--- src/rtl/cnn_seq_ctrl.sv ---
// cnn_seq_ctrl: OBI-mapped sequencer for the CNN conv -> ReLU datapath.
// Software programs IN_BASE, OUT_BASE and NUM_PIX, then writes CTRL.START.
// The block issues one input-pixel address per pixel handshake and gives one
// output address to each ReLU result it accepts. It raises DONE (and irq_o if
// enabled) once NUM_PIX results have been accepted.
//
// Ports:
//   clk_i, rst_ni           clock, synchronous active-low reset
//   obi_req_i/obi_gnt_o     OBI request / grant (grant always equals request)
//   obi_addr_i, obi_we_i    OBI byte address, write enable
//   obi_wdata_i             OBI write data
//   obi_rvalid_o            response valid, one cycle after every request
//   obi_rdata_o, obi_err_o  registered response data / unmapped-offset error
//   pix_valid_o/pix_ready_i input-pixel address handshake, pix_addr_o = address
//   res_valid_i/res_ready_o ReLU result handshake, res_addr_o = output address
//   done_o, irq_o           sticky completion flag, completion interrupt
module cnn_seq_ctrl #(
  parameter int unsigned       ADDR_W   = 32,
  parameter int unsigned       CNT_W    = 16,
  parameter logic [ADDR_W-1:0] REG_BASE = '0
) (
  input  logic              clk_i,
  input  logic              rst_ni,
  input  logic              obi_req_i,
  output logic              obi_gnt_o,
  input  logic [ADDR_W-1:0] obi_addr_i,
  input  logic              obi_we_i,
  input  logic [31:0]       obi_wdata_i,
  output logic              obi_rvalid_o,
  output logic [31:0]       obi_rdata_o,
  output logic              obi_err_o,
  output logic              pix_valid_o,
  input  logic              pix_ready_i,
  output logic [31:0]       pix_addr_o,
  input  logic              res_valid_i,
  output logic              res_ready_o,
  output logic [31:0]       res_addr_o,
  output logic              done_o,
  output logic              irq_o
);

  typedef enum logic [0:0] {StIdle, StRun} state_e;

  localparam logic [2:0] IdxCtrl    = 3'd0;
  localparam logic [2:0] IdxStatus  = 3'd1;
  localparam logic [2:0] IdxInBase  = 3'd2;
  localparam logic [2:0] IdxOutBase = 3'd3;
  localparam logic [2:0] IdxNumPix  = 3'd4;
  localparam logic [2:0] IdxPixCnt  = 3'd5;
  localparam logic [2:0] IdxResCnt  = 3'd6;

  // State
  state_e             r_state;
  logic               r_irq_en;
  logic               r_done;
  logic [31:0]        r_in_base;
  logic [31:0]        r_out_base;
  logic [CNT_W-1:0]   r_num_pix;
  logic [CNT_W-1:0]   r_pix_cnt;
  logic [CNT_W-1:0]   r_res_cnt;
  logic               r_rvalid;
  logic [31:0]        r_rdata;
  logic               r_err;

  // Decode
  logic [ADDR_W-1:0]  w_offset;
  logic [2:0]         w_idx;
  logic               w_oob;
  logic               w_wr;
  logic               w_rd;
  logic               w_wr_ctrl;
  logic               w_cfg_we;
  logic               w_start;
  logic               w_abort;
  logic               w_w1c;
  logic               w_busy;
  logic [31:0]        w_rdata;

  // Datapath handshakes and next state
  logic               w_pix_fire;
  logic               w_res_fire;
  logic               w_res_last;
  state_e             w_state_nxt;
  logic [CNT_W-1:0]   w_pix_cnt_nxt;
  logic [CNT_W-1:0]   w_res_cnt_nxt;
  logic               w_done_nxt;

  assign w_offset  = obi_addr_i - REG_BASE;
  assign w_idx     = w_offset[4:2];
  // Whole offset takes part in the range check, so aliases above 0x1C error.
  assign w_oob     = (w_offset >= ADDR_W'(28));
  assign w_wr      = obi_req_i & obi_we_i & ~w_oob;
  assign w_rd      = obi_req_i & ~obi_we_i & ~w_oob;
  assign w_wr_ctrl = w_wr & (w_idx == IdxCtrl);
  assign w_start   = w_wr_ctrl & obi_wdata_i[0];
  assign w_abort   = w_wr_ctrl & obi_wdata_i[1];
  assign w_w1c     = w_wr & (w_idx == IdxStatus) & obi_wdata_i[1];
  assign w_busy    = (r_state == StRun);
  // Job configuration is frozen while a job runs; such writes are dropped.
  assign w_cfg_we  = ~w_busy;

  assign w_pix_fire = pix_valid_o & pix_ready_i;
  assign w_res_fire = res_valid_i & res_ready_o;
  assign w_res_last = ((r_res_cnt + CNT_W'(1)) == r_num_pix);

  assign obi_gnt_o    = obi_req_i;
  assign obi_rvalid_o = r_rvalid;
  assign obi_rdata_o  = r_rdata;
  assign obi_err_o    = r_err;

  assign pix_valid_o = w_busy & (r_pix_cnt < r_num_pix);
  assign res_ready_o = w_busy;
  assign pix_addr_o  = r_in_base + (32'(r_pix_cnt) << 2);
  assign res_addr_o  = r_out_base + (32'(r_res_cnt) << 2);
  assign done_o      = r_done;
  assign irq_o       = r_done & r_irq_en;

  always_comb begin
    w_rdata = '0;
    if (w_rd) begin
      case (w_idx)
        IdxCtrl:    w_rdata = {29'd0, r_irq_en, 2'b00};
        IdxStatus:  w_rdata = {30'd0, r_done, w_busy};
        IdxInBase:  w_rdata = r_in_base;
        IdxOutBase: w_rdata = r_out_base;
        IdxNumPix:  w_rdata = 32'(r_num_pix);
        IdxPixCnt:  w_rdata = 32'(r_pix_cnt);
        IdxResCnt:  w_rdata = 32'(r_res_cnt);
        default:    w_rdata = '0;
      endcase
    end
  end

  always_comb begin
    w_state_nxt   = r_state;
    w_pix_cnt_nxt = r_pix_cnt;
    w_res_cnt_nxt = r_res_cnt;
    w_done_nxt    = r_done;
    // W1C first so that START or job completion below take precedence.
    if (w_w1c) begin
      w_done_nxt = 1'b0;
    end
    case (r_state)
      StIdle: begin
        if (w_start) begin
          w_pix_cnt_nxt = '0;
          w_res_cnt_nxt = '0;
          if (r_num_pix != '0) begin
            w_state_nxt = StRun;
            w_done_nxt  = 1'b0;
          end else begin
            w_done_nxt  = 1'b1;
          end
        end
      end
      StRun: begin
        if (w_pix_fire) begin
          w_pix_cnt_nxt = r_pix_cnt + CNT_W'(1);
        end
        if (w_res_fire) begin
          w_res_cnt_nxt = r_res_cnt + CNT_W'(1);
        end
        // Abort beats a completing result: leave without DONE.
        if (w_abort) begin
          w_state_nxt = StIdle;
        end else if (w_res_fire && w_res_last) begin
          w_state_nxt = StIdle;
          w_done_nxt  = 1'b1;
        end
      end
      default: w_state_nxt = StIdle;
    endcase
  end

  always_ff @(posedge clk_i) begin
    if (!rst_ni) begin
      r_state    <= StIdle;
      r_irq_en   <= 1'b0;
      r_done     <= 1'b0;
      r_in_base  <= '0;
      r_out_base <= '0;
      r_num_pix  <= '0;
      r_pix_cnt  <= '0;
      r_res_cnt  <= '0;
      r_rvalid   <= 1'b0;
      r_rdata    <= '0;
      r_err      <= 1'b0;
    end else begin
      r_state   <= w_state_nxt;
      r_pix_cnt <= w_pix_cnt_nxt;
      r_res_cnt <= w_res_cnt_nxt;
      r_done    <= w_done_nxt;
      r_rvalid  <= obi_req_i;
      r_rdata   <= w_rdata;
      r_err     <= obi_req_i & w_oob;
      if (w_wr_ctrl) begin
        r_irq_en <= obi_wdata_i[2];
      end
      if (w_wr && w_cfg_we && (w_idx == IdxInBase)) begin
        r_in_base <= obi_wdata_i;
      end
      if (w_wr && w_cfg_we && (w_idx == IdxOutBase)) begin
        r_out_base <= obi_wdata_i;
      end
      if (w_wr && w_cfg_we && (w_idx == IdxNumPix)) begin
        r_num_pix <= obi_wdata_i[CNT_W-1:0];
      end
    end
  end

endmodule

--- config.mk ---
export PLATFORM = sky130hd
export DESIGN_NAME = cnn_seq_ctrl
export DESIGN_NICKNAME = d
export VERILOG_FILES = /design/src/rtl/cnn_seq_ctrl.sv
export SDC_FILE = /design/constraint.sdc
export NUM_CORES = 1
export LEC_CHECK = 0
export BUFFER_PORTS_ARGS = -buffer_cell sky130_fd_sc_hd__buf_2
export CORE_ASPECT_RATIO = 0.8
export CORE_MARGIN = 8
export CORE_UTILIZATION = 35
export DETAILED_ROUTE_END_ITERATION = 6
export SLEW_MARGIN = 10
export SYNTH_ARGS = -nofsm -noshare
export SYNTH_HDL_FRONTEND = slang
export SYNTH_SLANG_ARGS = --single-unit
--- constraint.sdc ---
create_clock -name clk_i -period 2.81 [get_ports clk_i]
set_input_delay 0.1405 -clock clk_i [delete_from_list [all_inputs] [get_ports clk_i]]
set_output_delay 0.1405 -clock clk_i [all_outputs]
set_load 0.01 [all_outputs]
---- After elaboration in Yosys (flattened, before gate mapping) ----
Cells that the tools add are included.
word-level totals
  register bits after elaboration ......... 149
  input bits .............................. 70
  output and inout port bits .............. 103
  word-level logic and storage cells ...... 71
operators by class
  $add $sub $neg .......................... 4
  magnitude comparators ................... 2
  equality and inequality tests ........... 10
  multiplexer cells ....................... 17
  bitwise gates (word level) .............. 17
  reductions and logical operators ........ 10
operator list
  kind                   number
  $pmux 32 s7            1
  $add 32x18->32         2
  $pmux 16 s2            2
  $mux 16                3
  $add 16x1->16 const B  2
  $ge 32x5->1 const B    1
  $eq 16x16->1           1
  $lt 16x16->1           1
  $reduce_bool 16->1     1
  $and 1x1->1            14
  $eq 3x3->1 const B     3
  $mux 1                 9
  $eq 3x2->1 const B     2
  $ne 2x1->1 const B     3
  $reduce_and 2->1       3
  $logic_and 1x1->1      5
  $pmux 1 s2             2
  $eq 3x1->1 const B     1
  $logic_not 3->1        1
  $not 1->1              3

---- Depth between registers and ports, before layout ----
  depth after elaboration ................. 9
  mapped depth ............................ 10
  mapped depth without buffers ............ 10

---- Worst setup path before layout ----
Ideal clock, no wire load.
  kind .................................... register -> output
  start point ............................. reg r_pix_cnt[0]
  end point ............................... out pix_addr_o[20]
  arrival time ............................ 2.403 ns
  required time ........................... 2.670 ns
  path slack .............................. 0.266 ns
  cell stages (with the launch flop) ...... 11
  path buffers ............................ 0
  cell sequence ........................... dfxtp_1 -> ha_1 -> inv_1 -> fa_1 -> nor2b_1 -> o21ai_0 -> a21boi_1 -> o211ai_1 -> a211oi_2 -> o211ai_1 -> xnor2_1
on the way
  cells in the longest elaborated chain, start to end .. 1
RTL lines
  what                      RTL line  RTL
  start: declaration        59        logic [CNT_W-1:0] r_pix_cnt;
  start signal: assignment  190       r_pix_cnt <= w_pix_cnt_nxt;
  $add 32x18->32            113       assign pix_addr_o = r_in_base + (32'(r_pix_cnt) << 2);
  end: declaration          34        output logic [31:0] pix_addr_o,
Every way passes these cells.

---- Final worst setup path ----
  start point ............................. reg r_in_base[2]
  end point ............................... out pix_addr_o[20]
on the way
  cells in the longest elaborated chain, start to end .. 1
RTL lines
  what                      RTL line  RTL
  start: declaration        56        logic [31:0] r_in_base;
  start signal: assignment  200       r_in_base <= obi_wdata_i;
  $add 32x18->32            113
Every way passes these cells.

==> impl_metrics.ini <==
[layout]
syn_to_final_growth_pct = 30.2
final_common_cell = buf_2
final_cell_mix = 170 x buf_2, 153 x nand2_1, 139 x dfxtp_1
n_fill_cell = 2613
drive_gt1_share_pct = 25.4
nNetsFinal = 1484
final_core_util_pct = 46.4
regArea_um2 = 3000
final_area_um2 = 12200
antenna_cells = 0
multiInputGateArea_um2 = 6280

[routing]
num_vias = 9278
drt-initial-drc-count = 845
firstDrtPassIters = 7
wl_um = 32700
wire_per_inst_um = 18.9
ant_nets = 0
drc_errors = 0
via_per_inst = 5.35

[power_and_ir_drop]
combPwrFrac_pct = 4.7
switchingPower_mw = 1.18
p_int_mw = 3.56
swShare_pct = 24.8
seqPwrFrac_pct = 44.5
peakVddDrop_uv = 460
finalPower_mw = 4.74
p_leak_nw = 5.18
pwr-share-clk_pct = 50.7
powerDensity_nw_per_um2 = 389

[global_route]
grt-ovfl-total = 0
antenna_found_initial = 0
grt_use_total_pct = 19.7
grt_first_pass_wirelength_um = 49900
grt_max_degree = 103
grt_pass1_vias = 8860

[synth]
ys_seq_area_share_pct = 31.9
ys.flop_type = dfxtp_1
synth_edf_count = 0
synth-seq-cells = 149
yosys_warnings = 0
yosysUniqueCellTypes = 73
syn_area_um2 = 9360
synth_cells = 1141
async_flop_share_pct = 0
syn_nets = 1262
syn_area_per_cell_um2 = 8.21

[worst_setup_path]
crit_type = reg2out
cp_data_required_time_ns = 2.67
timing.rr.end = r_pix_cnt[7]$_SDFFE_PN0P_
r2r-start = r_pix_cnt[2]$_SDFFE_PN0P_
reg2reg_slack_ns = 0.23
start_kind = flop
path_max_fanout = 7
cp.arrival_ns = 2.79
r2r_cells = 9
endpoint_kind = output pin

[timing]
slew_viol_final = 0
hold_viol = 0
post-route-min-period_ns = 2.93
worst_pin_slew_ns = 0.905
rsz0062_at_grt = true
final.setup.tns_ns = -0.747
slew_headroom_pct = 39.7
clock-skew-final_ns = 0.00952
setup_ws_ns = -0.122
max_freq_ghz = 0.341
finalCritPeriodShare_pct = 104
setup_viol = 19

[die]
die_area_um2 = 32300
pin_count = 173
fp-row-count = 53
die_w_um = 199
dieHeight_um = 162
core_um2 = 26300
initial_core_util_pct = 35.7

[placed_design]
dpl.hpwl_um = 24800
port_buffers = 170
dp_slack_ns = 0.0535
gp_congestion = 0.865
placed_area_um2 = 10800

[clock_tree]
path_clk_slew_ns = 0.07
clock_latency_ns = 0.43
numClockSinks = 149
tritoncts.num_buffers = 17
cts_buffer_depth = 2
cts_max_level = 4
root_buffer = clkbuf_16
cts_tree = done

[run]
maxCapViolCount = 0

[hold_path]
min_from = obi_wdata_i[0]
hold_path_class = in2reg
hold_path_end = r_out_base[0]$_SDFFE_PN0P_
worstHoldPathCells = 3

[status]
outcome = complete, but fails checks
violations = negative setup slack
[worst max path at each step]
stage,start,end,slack [ns],cells past startpoint
after detailed placement,r_in_base[2]$_SDFFE_PN0P_,pix_addr_o[28],0.05,12
final,r_in_base[2]$_SDFFE_PN0P_,pix_addr_o[20],-0.12,12
after CTS,r_in_base[2]$_SDFFE_PN0P_,pix_addr_o[20],-0.14,12
after global placement,r_in_base[2]$_SDFFE_PN0P_,pix_addr_o[26],0.11,12
after floorplan,r_pix_cnt[0]$_SDFFE_PN0P_,pix_addr_o[20],0.27,10
after global routing,r_in_base[2]$_SDFFE_PN0P_,pix_addr_o[20],-0.32,12
[per-stage QoR]
stage | hold slack, ns | instances
finish | 0.0264 | 1733
global route | 0.0192 | 1733
CTS | 0.00297 | 1731
detailed placement | 0.414 | 1659
global placement | 0.401 | 1659
floorplan | 0.270 | 1141
[power by group through the flow]
stage	clock [mW]	combinational, mW	sequential (mW)
6_report	2.40	0.223	2.11
5_1_grt	2.51	0.237	2.11
4_1_cts	2.44	0.220	2.11
3_5_place_dp	0	0.186	2.16
3_3_place_gp	0	0.185	2.16
2_1_floorplan	0	0.0861	2.16
[layer usage]
layer  up-vias  track usage, %  part of all wire (%)
met3        53            4.92                   8.7
met1      4367            27.8                    47
met2       351            28.7                    42
met4         0            6.19                   2.2
li1       4507               -                     -
met5         -               0                     0
[cells by family (layout without fill, tap and decap cells)]
| family | count (synthesis) | count (layout) | synth area share [%] |
|---|---|---|---|
| DFF | 149 | 149 | 31.9 |
| and+or+nand+nor | 432 | 432 | 22.4 |
| xor gates and xnor gates | 75 | 75 | 7.01 |
| adders and majority gates | 51 | 51 | 6.97 |
| AOI/OAI and AO/OA | 281 | 281 | 21.3 |
| muxes | 53 | 53 | 5.71 |
| buffers and inverters | 100 | 335 | 4.74 |
[what timing repair did]
item                       CTS  global route
setup endpoints to repair   36            36
setup buffers               14             4
gates resized for setup     47            30
pin swaps                   30            16
hold endpoints to repair    52             0
hold buffers                29             0
[state kept, by name, indices dropped and copies added (netlist names)]
| signal | cells |
|---|---|
| r_pix_cnt | 16 |
| r_irq_en | 1 |
| r_in_base | 32 |
| done_o | 1 |
| r_out_base | 32 |
| r_num_pix | 16 |
| obi_rvalid_o | 1 |
| res_ready_o | 1 |
| obi_rdata_o | 32 |
| r_res_cnt | 16 |
| obi_err_o | 1 |
[layout make-up]
cell class              instances  area share, %
flip-flops and latches        149           24.6
clock inverters                15           1.49
multi-input cells             892           51.5
inverters                      32          0.985
clock buffers                  17           3.49
repair buffers                271           14.2
well taps                     357           3.66
[worst max-delay path, cell delays in order, from the launching register on]
cell and delay [ns]:
dfxtp_4 0.37, ha_4 0.14, inv_2 0.03, fa_2 0.34, nor2b_1 0.13, o21ai_1 0.08, a21boi_1 0.18, o211ai_1 0.17
a211oi_2 0.25, buf_4 0.21, o211ai_1 0.12, xnor2_1 0.18, buf_2 0.15
[Yosys cell counts, drive strengths merged (4+ instances only)]
master | instances | area (um^2)
nand2b | 10 | 62.6
o21a | 9 | 67.6
nand4 | 13 | 81.3
o21ai | 55 | 279
a222oi | 12 | 120
nor2 | 94 | 360
a22oi | 16 | 120
mux2i | 50 | 500
inv | 32 | 120
clkbuf | 39 | 149
o211ai | 14 | 105
and4 | 4 | 35.0
dfxtp | 149 | 2980
and2 | 8 | 50.1
o21bai | 6 | 45.0
nor4 | 16 | 100
a2111o | 7 | 78.8
nor2b | 54 | 338
and3 | 22 | 144
a211oi | 8 | 70.1
xor2 | 22 | 193
buf | 29 | 175
a21o | 14 | 105
xnor2 | 53 | 464
a221oi | 4 | 41.3
nor3 | 13 | 81.3
a22o | 14 | 123
a21oi | 42 | 210
ha | 49 | 613
nand3 | 30 | 155
a21boi | 57 | 428
nand2 | 154 | 586
or3 | 9 | 56.3
(Power assumes the default switching activity.)
